$ cat config.mk
export PLATFORM = sky130hd
export DESIGN_NAME = npc_sequencer
export DESIGN_NICKNAME = d
export VERILOG_FILES = /design/src/rtl/npc_pkg.sv /design/src/rtl/npc_branch_cmp.sv /design/src/rtl/npc_sequencer.sv
export SDC_FILE = /design/constraint.sdc
export NUM_CORES = 1
export LEC_CHECK = 0
export ABC_CLOCK_PERIOD_IN_PS = 4500
export CAP_MARGIN = 5
export CORE_MARGIN = 2
export CORE_UTILIZATION = 44
export DETAILED_ROUTE_END_ITERATION = 10
export GPL_ROUTABILITY_DRIVEN = 0
export PLACE_DENSITY = 0.79
export REMOVE_ABC_BUFFERS = 1
export SLEW_MARGIN = 40
export SYNTH_ARGS = -nofsm -noshare
export SYNTH_HDL_FRONTEND = slang
export SYNTH_SLANG_ARGS = --single-unit
$ cat constraint.sdc
create_clock -name clk -period 4.5 [get_ports clk]
set_input_delay 1.35 -clock clk [delete_from_list [all_inputs] [get_ports clk]]
set_output_delay 1.35 -clock clk [all_outputs]
set_load 0.005 [all_outputs]
$ cat src/rtl/npc_pkg.sv
`default_nettype none
// ============================================================================
// Module   : npc_pkg
// Purpose  : Shared definitions for the fetch-PC sequencer.
//            - Jump-class codes (j_type)
//            - Branch-class codes (b_type)
//            - Sequencer state encoding
//            - Default reset PC
// Revision : 1.0 - initial release
// ============================================================================
package npc_pkg;

    // Jump class codes. Codes 100..111 decode as "none".
    localparam logic [2:0] c_J_NONE = 3'b000;
    localparam logic [2:0] c_J_J    = 3'b001;
    localparam logic [2:0] c_J_JAL  = 3'b010;
    localparam logic [2:0] c_J_JR   = 3'b011;

    // Branch class codes. Code 111 decodes as "none".
    localparam logic [2:0] c_B_NONE = 3'b000;
    localparam logic [2:0] c_B_BEQ  = 3'b001;
    localparam logic [2:0] c_B_BNE  = 3'b010;
    localparam logic [2:0] c_B_BLEZ = 3'b011;
    localparam logic [2:0] c_B_BGTZ = 3'b100;
    localparam logic [2:0] c_B_BLTZ = 3'b101;
    localparam logic [2:0] c_B_BGEZ = 3'b110;

    // RUN: fetch advancing normally.
    // HOLD: a redirect target is parked until fetch_ready returns.
    typedef enum logic [0:0] {
        ST_RUN  = 1'b0,
        ST_HOLD = 1'b1
    } npc_state_e;

    localparam logic [31:0] c_RESET_PC_DEFAULT = 32'h0000_3000;

endpackage : npc_pkg
`default_nettype wire

$ cat src/rtl/npc_branch_cmp.sv
`default_nettype none
// ============================================================================
// Module   : npc_branch_cmp
// Purpose  : Combinational branch-condition evaluation.
// Ports    : b_type  in  3   branch class code
//            rs_val  in  32  forwarded rs operand
//            rt_val  in  32  forwarded rt operand
//            taken   out 1   branch condition holds
// Config   : NPC_BRANCH_EXT_EN
//            - defined: blez/bgtz/bltz/bgez are decoded.
//            - undefined: those codes read as "not taken", and only the
//              equality comparator exists.
// Revision : 1.0 - initial release
// ============================================================================
module npc_branch_cmp
    import npc_pkg::*;
(
    input  logic [2:0]  b_type,
    input  logic [31:0] rs_val,
    input  logic [31:0] rt_val,
    output logic        taken
);

    logic w_eq;

    assign w_eq = (rs_val == rt_val);

`ifdef NPC_BRANCH_EXT_EN
    logic w_rs_neg;
    logic w_rs_zero;

    assign w_rs_neg  = rs_val[31];
    assign w_rs_zero = (rs_val == 32'd0);
`endif

    always_comb begin
        taken = 1'b0;
        case (b_type)
            c_B_BEQ:  taken = w_eq;
            c_B_BNE:  taken = !w_eq;
`ifdef NPC_BRANCH_EXT_EN
            c_B_BLEZ: taken = w_rs_neg | w_rs_zero;
            c_B_BGTZ: taken = !w_rs_neg & !w_rs_zero;
            c_B_BLTZ: taken = w_rs_neg;
            c_B_BGEZ: taken = !w_rs_neg;
`endif
            default:  taken = 1'b0;
        endcase
    end

endmodule : npc_branch_cmp
`default_nettype wire

$ cat src/rtl/npc_sequencer.sv
`default_nettype none
// ============================================================================
// Module   : npc_sequencer
// Purpose  : Fetch-PC sequencer. Owns the fetch PC, resolves decode-stage
//            branch/jump requests into a redirect target, and parks a
//            redirect that arrives during a fetch stall until fetch resumes.
// Params   : PC_W      PC width, legal 28..32
//            RESET_PC  PC loaded on reset
// Ports    : clk, reset_n               clock, async active-low reset
//            fetch_ready       in  1    imem accepts pc this cycle
//            dec_valid         in  1    D-stage instruction valid
//            dec_pc            in  PC_W PC of the D-stage instruction
//            j_type, b_type    in  3    jump / branch class
//            rs_val, rt_val    in  32   forwarded operands
//            imm16             in  16   branch offset
//            index26           in  26   jump index
//            pc                out PC_W current fetch PC (registered)
//            link_addr         out PC_W dec_pc + 8 (combinational)
//            redirect          out 1    taken redirect (combinational)
//            pend_valid        out 1    redirect parked (registered)
//            collide           out 1    sticky overwrite flag (registered)
//            misalign          out 1    pulse after misaligned redirect
// Config   : NPC_BRANCH_EXT_EN enables blez/bgtz/bltz/bgez decoding.
// Revision : 1.0 - initial release
// ============================================================================
module npc_sequencer
    import npc_pkg::*;
#(
    parameter int unsigned PC_W     = 32,
    parameter logic [31:0] RESET_PC = c_RESET_PC_DEFAULT
) (
    input  logic            clk,
    input  logic            reset_n,
    input  logic            fetch_ready,
    input  logic            dec_valid,
    input  logic [PC_W-1:0] dec_pc,
    input  logic [2:0]      j_type,
    input  logic [2:0]      b_type,
    input  logic [31:0]     rs_val,
    input  logic [31:0]     rt_val,
    input  logic [15:0]     imm16,
    input  logic [25:0]     index26,
    output logic [PC_W-1:0] pc,
    output logic [PC_W-1:0] link_addr,
    output logic            redirect,
    output logic            pend_valid,
    output logic            collide,
    output logic            misalign
);

    // ------------------------------------------------------------------
    // State
    // ------------------------------------------------------------------
    logic [PC_W-1:0] pc_q,          pc_d;
    logic [PC_W-1:0] pend_target_q, pend_target_d;
    npc_state_e      state_q,       state_d;
    logic            collide_q,     collide_d;
    logic            misalign_q,    misalign_d;

    // ------------------------------------------------------------------
    // Target computation
    // ------------------------------------------------------------------
    logic [PC_W-1:0] w_pc4;
    logic [PC_W-1:0] w_br_offset;
    logic [PC_W-1:0] w_br_target;
    logic [PC_W-1:0] w_jmp_target;
    logic [PC_W-1:0] w_target;
    logic            w_is_jump;
    logic            w_br_taken;

    assign w_pc4       = dec_pc + PC_W'(4);
    // Sign-extended word offset; PC_W >= 28 keeps the replication positive.
    assign w_br_offset = {{(PC_W-18){imm16[15]}}, imm16, 2'b00};
    assign w_br_target = w_pc4 + w_br_offset;

    // The region bits above the 28-bit jump field only exist for PC_W > 28.
    if (PC_W > 28) begin : g_jmp_region
        assign w_jmp_target = {w_pc4[PC_W-1:28], index26, 2'b00};
    end else begin : g_jmp_flat
        assign w_jmp_target = {index26, 2'b00};
    end

    npc_branch_cmp u_branch_cmp (
        .b_type (b_type),
        .rs_val (rs_val),
        .rt_val (rt_val),
        .taken  (w_br_taken)
    );

    // Jumps take precedence over branches when both classes are non-none.
    always_comb begin
        w_is_jump = (j_type == c_J_J) || (j_type == c_J_JAL) || (j_type == c_J_JR);
        w_target  = w_br_target;
        if (w_is_jump) begin
            w_target = (j_type == c_J_JR) ? rs_val[PC_W-1:0] : w_jmp_target;
        end
    end

    assign redirect  = dec_valid & (w_is_jump | w_br_taken);
    assign link_addr = dec_pc + PC_W'(8);

    // ------------------------------------------------------------------
    // Next-state logic
    // ------------------------------------------------------------------
    always_comb begin
        pc_d          = pc_q;
        pend_target_d = pend_target_q;
        state_d       = state_q;
        collide_d     = collide_q;
        misalign_d    = redirect & (w_target[1:0] != 2'b00);

        if (fetch_ready) begin
            state_d = ST_RUN;
            if (redirect) begin
                // A fresh redirect supersedes anything parked.
                pc_d = w_target;
                if (state_q == ST_HOLD) begin
                    collide_d = 1'b1;
                end
            end else if (state_q == ST_HOLD) begin
                pc_d = pend_target_q;
            end else begin
                pc_d = pc_q + PC_W'(4);
            end
        end else if (redirect) begin
            pend_target_d = w_target;
            state_d       = ST_HOLD;
            if (state_q == ST_HOLD) begin
                collide_d = 1'b1;
            end
        end
    end

    always_ff @(posedge clk or negedge reset_n) begin
        if (!reset_n) begin
            pc_q          <= RESET_PC[PC_W-1:0];
            pend_target_q <= '0;
            state_q       <= ST_RUN;
            collide_q     <= 1'b0;
            misalign_q    <= 1'b0;
        end else begin
            pc_q          <= pc_d;
            pend_target_q <= pend_target_d;
            state_q       <= state_d;
            collide_q     <= collide_d;
            misalign_q    <= misalign_d;
        end
    end

    assign pc         = pc_q;
    assign pend_valid = (state_q == ST_HOLD);
    assign collide    = collide_q;
    assign misalign   = misalign_q;

endmodule : npc_sequencer
`default_nettype wire
# [Word-level counts from Yosys, hierarchy flattened]
# Cells that the tools add are included.
[totals] elab_cells=33 reg_bits=67 in_bits=148 out_inout_bits=68
[classes] bitwise=4 n_reduce_logical=7 muxes=7 addsub=4 n_eq_ne=6
[op_table] operator="32-bit 2-to-1 mux" count=4
[op_table] operator="32-bit by 3-bit adder with 32-bit output (second input constant)" count=2
[op_table] operator="32-bit adder" count=1
[op_table] operator="32-bit by 4-bit adder with 32-bit output (second input constant)" count=1
[op_table] operator="32-bit equality test" count=1
[op_table] operator="3-bit by 2-bit equality test with 1-bit output (second input constant)" count=3
[op_table] operator="3-bit by 1-bit equality test with 1-bit output (second input constant)" count=2
[op_table] operator="2-bit AND reduction" count=2
[op_table] operator="2-bit nonzero test" count=2
[op_table] operator="1-bit AND" count=2
[op_table] operator="1-bit logical OR" count=2
[op_table] operator="1-bit 2-to-1 mux" count=2
[op_table] operator="1-bit one-hot mux with 2 select lines" count=1
[op_table] operator="1-bit zero test" count=1
[op_table] operator="1-bit NOT" count=1
[op_table] operator="1-bit OR" count=1

# [Logic depth before layout (Yosys ltp)]
[depth] word_depth=7 ltp_mapped=20 ltp_nobuf=19

# [By module]
# A second synthesis with hierarchy kept.
[hier_totals] cells_unflattened=991 hier_area_um2=7357.1
[modules_own_cells] mod="npc_sequencer" n_inst=1 area_per_inst_um2=6962.9 seq_area_each_um2=1679.1 cells_each=945
[modules_own_cells] mod="npc_branch_cmp" n_inst=1 area_per_inst_um2=394.1 seq_area_each_um2=0.0 cells_each=46

# [Worst setup path before layout]
# No wires, ideal clock.
[synth_timing] kind="input -> register" from="input port dec_pc[3]" to="register pc_q[28], in the netlist pc[28]" t_arrival_ps=5045 path_stages=18 path_slack_ps=-671 n_path_buf=1 setup_ps=126 t_required_ps=4374 cell_sequence="ha_1 and4_1 and4bb_2 and3_1 and3_1 and3_1 and3_1 buf_4 nand2_1 xnor2_1 ha_1 nand4_1 nor2_1 a211oi_1 o21ai_0 or4_1 and3_1 a221o_1"
[synth_via] elab_chain_cells=4 word_cells_on_any_way=5 classes_between="2 x add/sub; 3 x mux"
[synth_lines] element="from (decl)" line_no="npc_sequencer.sv:36" source="input logic [PC_W-1:0] dec_pc,"
[synth_lines] element="32-bit by 3-bit adder with 32-bit output *" line_no="npc_sequencer.sv:71" source="assign w_pc4 = dec_pc + PC_W'(4);"
[synth_lines] element="32-bit adder / 32-bit 2-to-1 mux (equally long branches)" line_no="npc_sequencer.sv:74, npc_sequencer.sv:95"
[synth_lines] element="32-bit 2-to-1 mux *" line_no="npc_sequencer.sv:94" source="if (w_is_jump) begin"
[synth_lines] element="32-bit 2-to-1 mux *" line_no="npc_sequencer.sv:114" source="if (redirect) begin"
[synth_lines] element="to (signal assigned)" line_no="npc_sequencer.sv:136" source="pc_q <= RESET_PC[PC_W-1:0];"
[synth_lines] element="to (signal assigned)" line_no="npc_sequencer.sv:142" source="pc_q <= pc_d;"
[synth_lines] element="to (decl)" line_no="npc_sequencer.sv:54" source="logic [PC_W-1:0] pc_q, pc_d;"
# Mark *: on every way between the ends. The rest lies on a longest branch, timed or not.
# A chain may end at the register's enable or synchronous reset.

# [Worst setup path after layout]
[layout_timing] from="input port dec_pc[4]" to="register pc_q[28], in the netlist pc[28]"
# The elaborated chain is that of the path after synthesis.

==> qor.yml <==
p_per_area_nw_per_um2: 271
min_from: "collide$_DFFE_PN0P_"
crit_fanout: 3
grt_max_degree: 63
cp_top_family: "simple AND/OR/NAND/NOR gates"
fillers: 1157
drv_slew: 0
clock.fmax_mhz: 216
crit_arrival_ns: 4.84
grt_pass1_wl_mm: 42.1
firstDrtPassIters: 6
async_flop_share: 1.00
fin_crit_sh: 1.03
ir_worst_vdd_mv: 0.225
fin_util: 0.737
core_area_um2: 15900
die_area_um2: 17400
synth-edff-count: 0
p_leak_nw: 5.32
via_per_inst: 5.56
swShare: 0.357
top_usage_layer: "met2"
cp_data_required_time_ns: 4.72
drtAntennaViolNets: 0
routed-via-count: 8779
status: "finished with violations"
cts_tree: "built"
synthCells: 955
power_frac_comb: 0.478
cts.reportedPaths.clkPinSlew_ns: 0.05
synth_seq_cells: 67
avgRoutedWirePerCell_um: 17.8
cp-end-kind: "flop"
timing_worst_setup_path_type: "primary input to flop"
use_met2: 0.511
portBuffers: 215
r2r_cells: 9
hold_violations: 0
path_common_cell: "and3_4"
layout.area.seq_um2: 1680
r2r_slack_ns: 1.74
gr-usage-met3: 0.0646
ys_warn_count: 0
path_buf_inv: 1
setup_viol: 12
final_nets: 1541
hold_class: "flop to flop"
hold_buffers: 0
seqPwrFrac: 0.291
holdPathStages: 1
chipWidth_um: 132
yosysUniqueCellTypes: 78
drt_iter0_markers: 817
die_h_um: 132
worst_path_max_delay_cell: "or4_1"
htreeDepth: 3
ys.flop_type: "dfrtp_1"
antenna_found_initial: 1
min_to: "collide$_DFFE_PN0P_"
syn_to_final_growth_pct: 63.1
std_cell_rows: 46
ys_seq_area_frac: 0.233
r2r-start: "pc[2]$_DFFE_PN0P_"
cts_root_buf: "clkbuf_16"
netlist_area_um2: 7210
period_minus_slack_ns: 4.62
ios: 216
relSlewSlack: 0.539
grt_util_met1: 0.365
drive_gt1_frac: 0.261
avgSynthCellArea_um2: 7.55
drc: 0
internal-power_mw: 2.05
max_slew.worst_pin.slew_ns: 0.692
final_cell_area_um2: 11800
initial_core_util: 0.452
fin_ws_ns: -0.124
failed_checks: "negative setup slack"
numCtsBuffers: 9
dp_hpwl_mm: 20.6
drv_cap: 0
multiInputGateArea_um2: 5600
rr_endpoint: "pc[18]$_DFFE_PN0P_"
wl_mm: 28.1
finClkSkew_ns: 0.00453
post_dp_cell_area_um2: 10800
grt_pass1_vias: 8318
overflow: 0
grt_usage: 0.297
clockBufferDepth: 2
max_stage_delay_ns: 0.41
pwr-share-clk: 0.231
startpoint_type: "primary input"
rsz0062_at_grt: "yes"
crit_chain: "buf_8 -> ha_4 -> and4_4 -> and4bb_2 -> and3_4 -> and3_4 -> and3_4 -> and3_4 -> nand2_2 -> xnor2_2 -> ha_1 -> nand4_1 -> nor2_2 -> a211oi_2 -> o21ai_2 -> or4_1 -> and3_4 -> a221o_1"
cts_sinks: 67
switchingPower_mw: 1.14
clk_latency_ns: 0.34
-- placed cells by master (no fill, tap or decap), drive strengths merged, types with 7 or more instances in the layout --
| cell type | n |
|---|---|
| o211ai | 7 |
| xor2 | 44 |
| a21oi | 96 |
| nor4 | 9 |
| and3 | 18 |
| a31oi | 17 |
| clkdlybuf4s50 | 144 |
| o21ai | 45 |
| buf | 230 |
| dlygate4sd2 | 33 |
| nand3 | 36 |
| mux2 | 10 |
| nor3 | 8 |
| inv | 18 |
| clkbuf | 14 |
| nand4 | 28 |
| nand2 | 157 |
| ha | 36 |
| xnor2 | 93 |
| o21bai | 8 |
| a21o | 12 |
| mux2i | 10 |
| nor2 | 114 |
| dlymetal6s2s | 21 |
| dfrtp | 65 |
-- registers in the layout, summed over array words and instances, names as in the netlist --
signal         count
misalign           1
collide            1
pend_valid         1
pend_target_q     32
pc                32
-- worst register-to-register path: stages (launching register included) --
cell and delay (ns):
dfrtp_1 0.40, ha_1 0.22, nand4_1 0.23, nor3_2 0.46
nand2_1 0.26, or3_1 0.43, a21oi_1 0.17, a21oi_1 0.06
mux2_2 0.30, a21oi_1 0.15
-- area by class of cell --
cell class / instances / area share
multi-input combinational: 824 / 0.477
timing repair buffer: 436 / 0.325
sequential: 67 / 0.143
tap: 216 / 0.0230
clock buffer: 12 / 0.0227
inverter: 18 / 0.00575
clock inverter: 4 / 0.00405
antenna: 1 / 0.000213
-- power by group through the flow --
stage / combinational (mW) / sequential (mW) / clock [mW]
4_1_cts: 1.45 / 0.921 / 0.736
2_1_floorplan: 0.691 / 0.902 / 0
3_3_place_gp: 1.38 / 0.920 / 0
5_1_grt: 1.65 / 0.947 / 0.768
6_report: 1.52 / 0.927 / 0.736
3_5_place_dp: 1.42 / 0.927 / 0
-- cells in the mapped netlist, types with 4 or more instances --
library cell,instances,area share
o211ai_1,7,0.0073
a21o_1,10,0.010
buf_2,6,0.0042
a21oi_1,95,0.066
a31oi_1,16,0.014
xor2_1,44,0.053
nand3_1,36,0.025
nor2_1,114,0.059
o21ai_0,43,0.030
mux2_2,9,0.014
nor4_1,7,0.0061
dfrtp_1,65,0.23
a221o_1,4,0.0056
and2_1,4,0.0035
or3_1,6,0.0052
inv_1,17,0.0089
nor2b_1,6,0.0052
clkbuf_8,4,0.0076
nor3_1,7,0.0049
xnor2_1,93,0.11
ha_1,36,0.063
and4_1,5,0.0061
and3_1,16,0.014
a211oi_1,5,0.0052
clkbuf_1,26,0.014
o21bai_1,7,0.0073
o21a_1,6,0.0063
nand2_1,156,0.081
mux2i_1,10,0.014
buf_4,6,0.0063
nand4_1,28,0.024
-- worst max path at each step --
stage	start	endpoint	depth (start not counted)
after floorplan	dec_pc[3]	pc[28]$_DFFE_PN0P_	17
after global placement	dec_pc[3]	link_addr[25]	12
after detailed placement	dec_pc[4]	pc[30]$_DFFE_PN0P_	21
after CTS	dec_pc[4]	link_addr[29]	12
after global routing	dec_pc[4]	pc[28]$_DFFE_PN0P_	18
final	dec_pc[4]	pc[28]$_DFFE_PN0P_	18
-- stage by stage --
step	hold WS [ns]	setup WS, ns	instances	TNS [ns]	power, mW
after floorplan	0.446	-0.648	909	-10.02	1.59
after global placement	0.439	-0.949	1528	-25.39	2.30
after detailed placement	0.462	-1.02	1528	-29.31	2.34
after CTS	0.474	-0.105	1557	-0.514	3.10
after global routing	0.491	-0.258	1577	-2.69	3.36
final	0.463	-0.124	1578	-0.874	3.19
-- per-layer routing --
| metal | part of all wire | routed length, µm |
|---|---|---|
| met1 | 0.40 | 11100 |
| met2 | 0.48 | 13600 |
| met3 | 0.083 | 2340 |
| met4 | 0.039 | 1100 |
| met5 | 0 | 0 |
-- timing repair --
item / in CTS / in global routing
resized for setup: 122 / 84
buffers inserted: 13 / 20
pin swaps: 48 / 54
setup endpoints to repair: 49 / 36
-- cells by family after synthesis --
group,synth area share
AOI/OAI and AO/OA,0.200
and+or+nand+nor,0.260
adders and majority gates,0.0653
buffers and inverters,0.0451
muxes,0.0300
xor gates and xnor gates,0.167
DFF,0.233
Power figures use the tool's default switching activity.
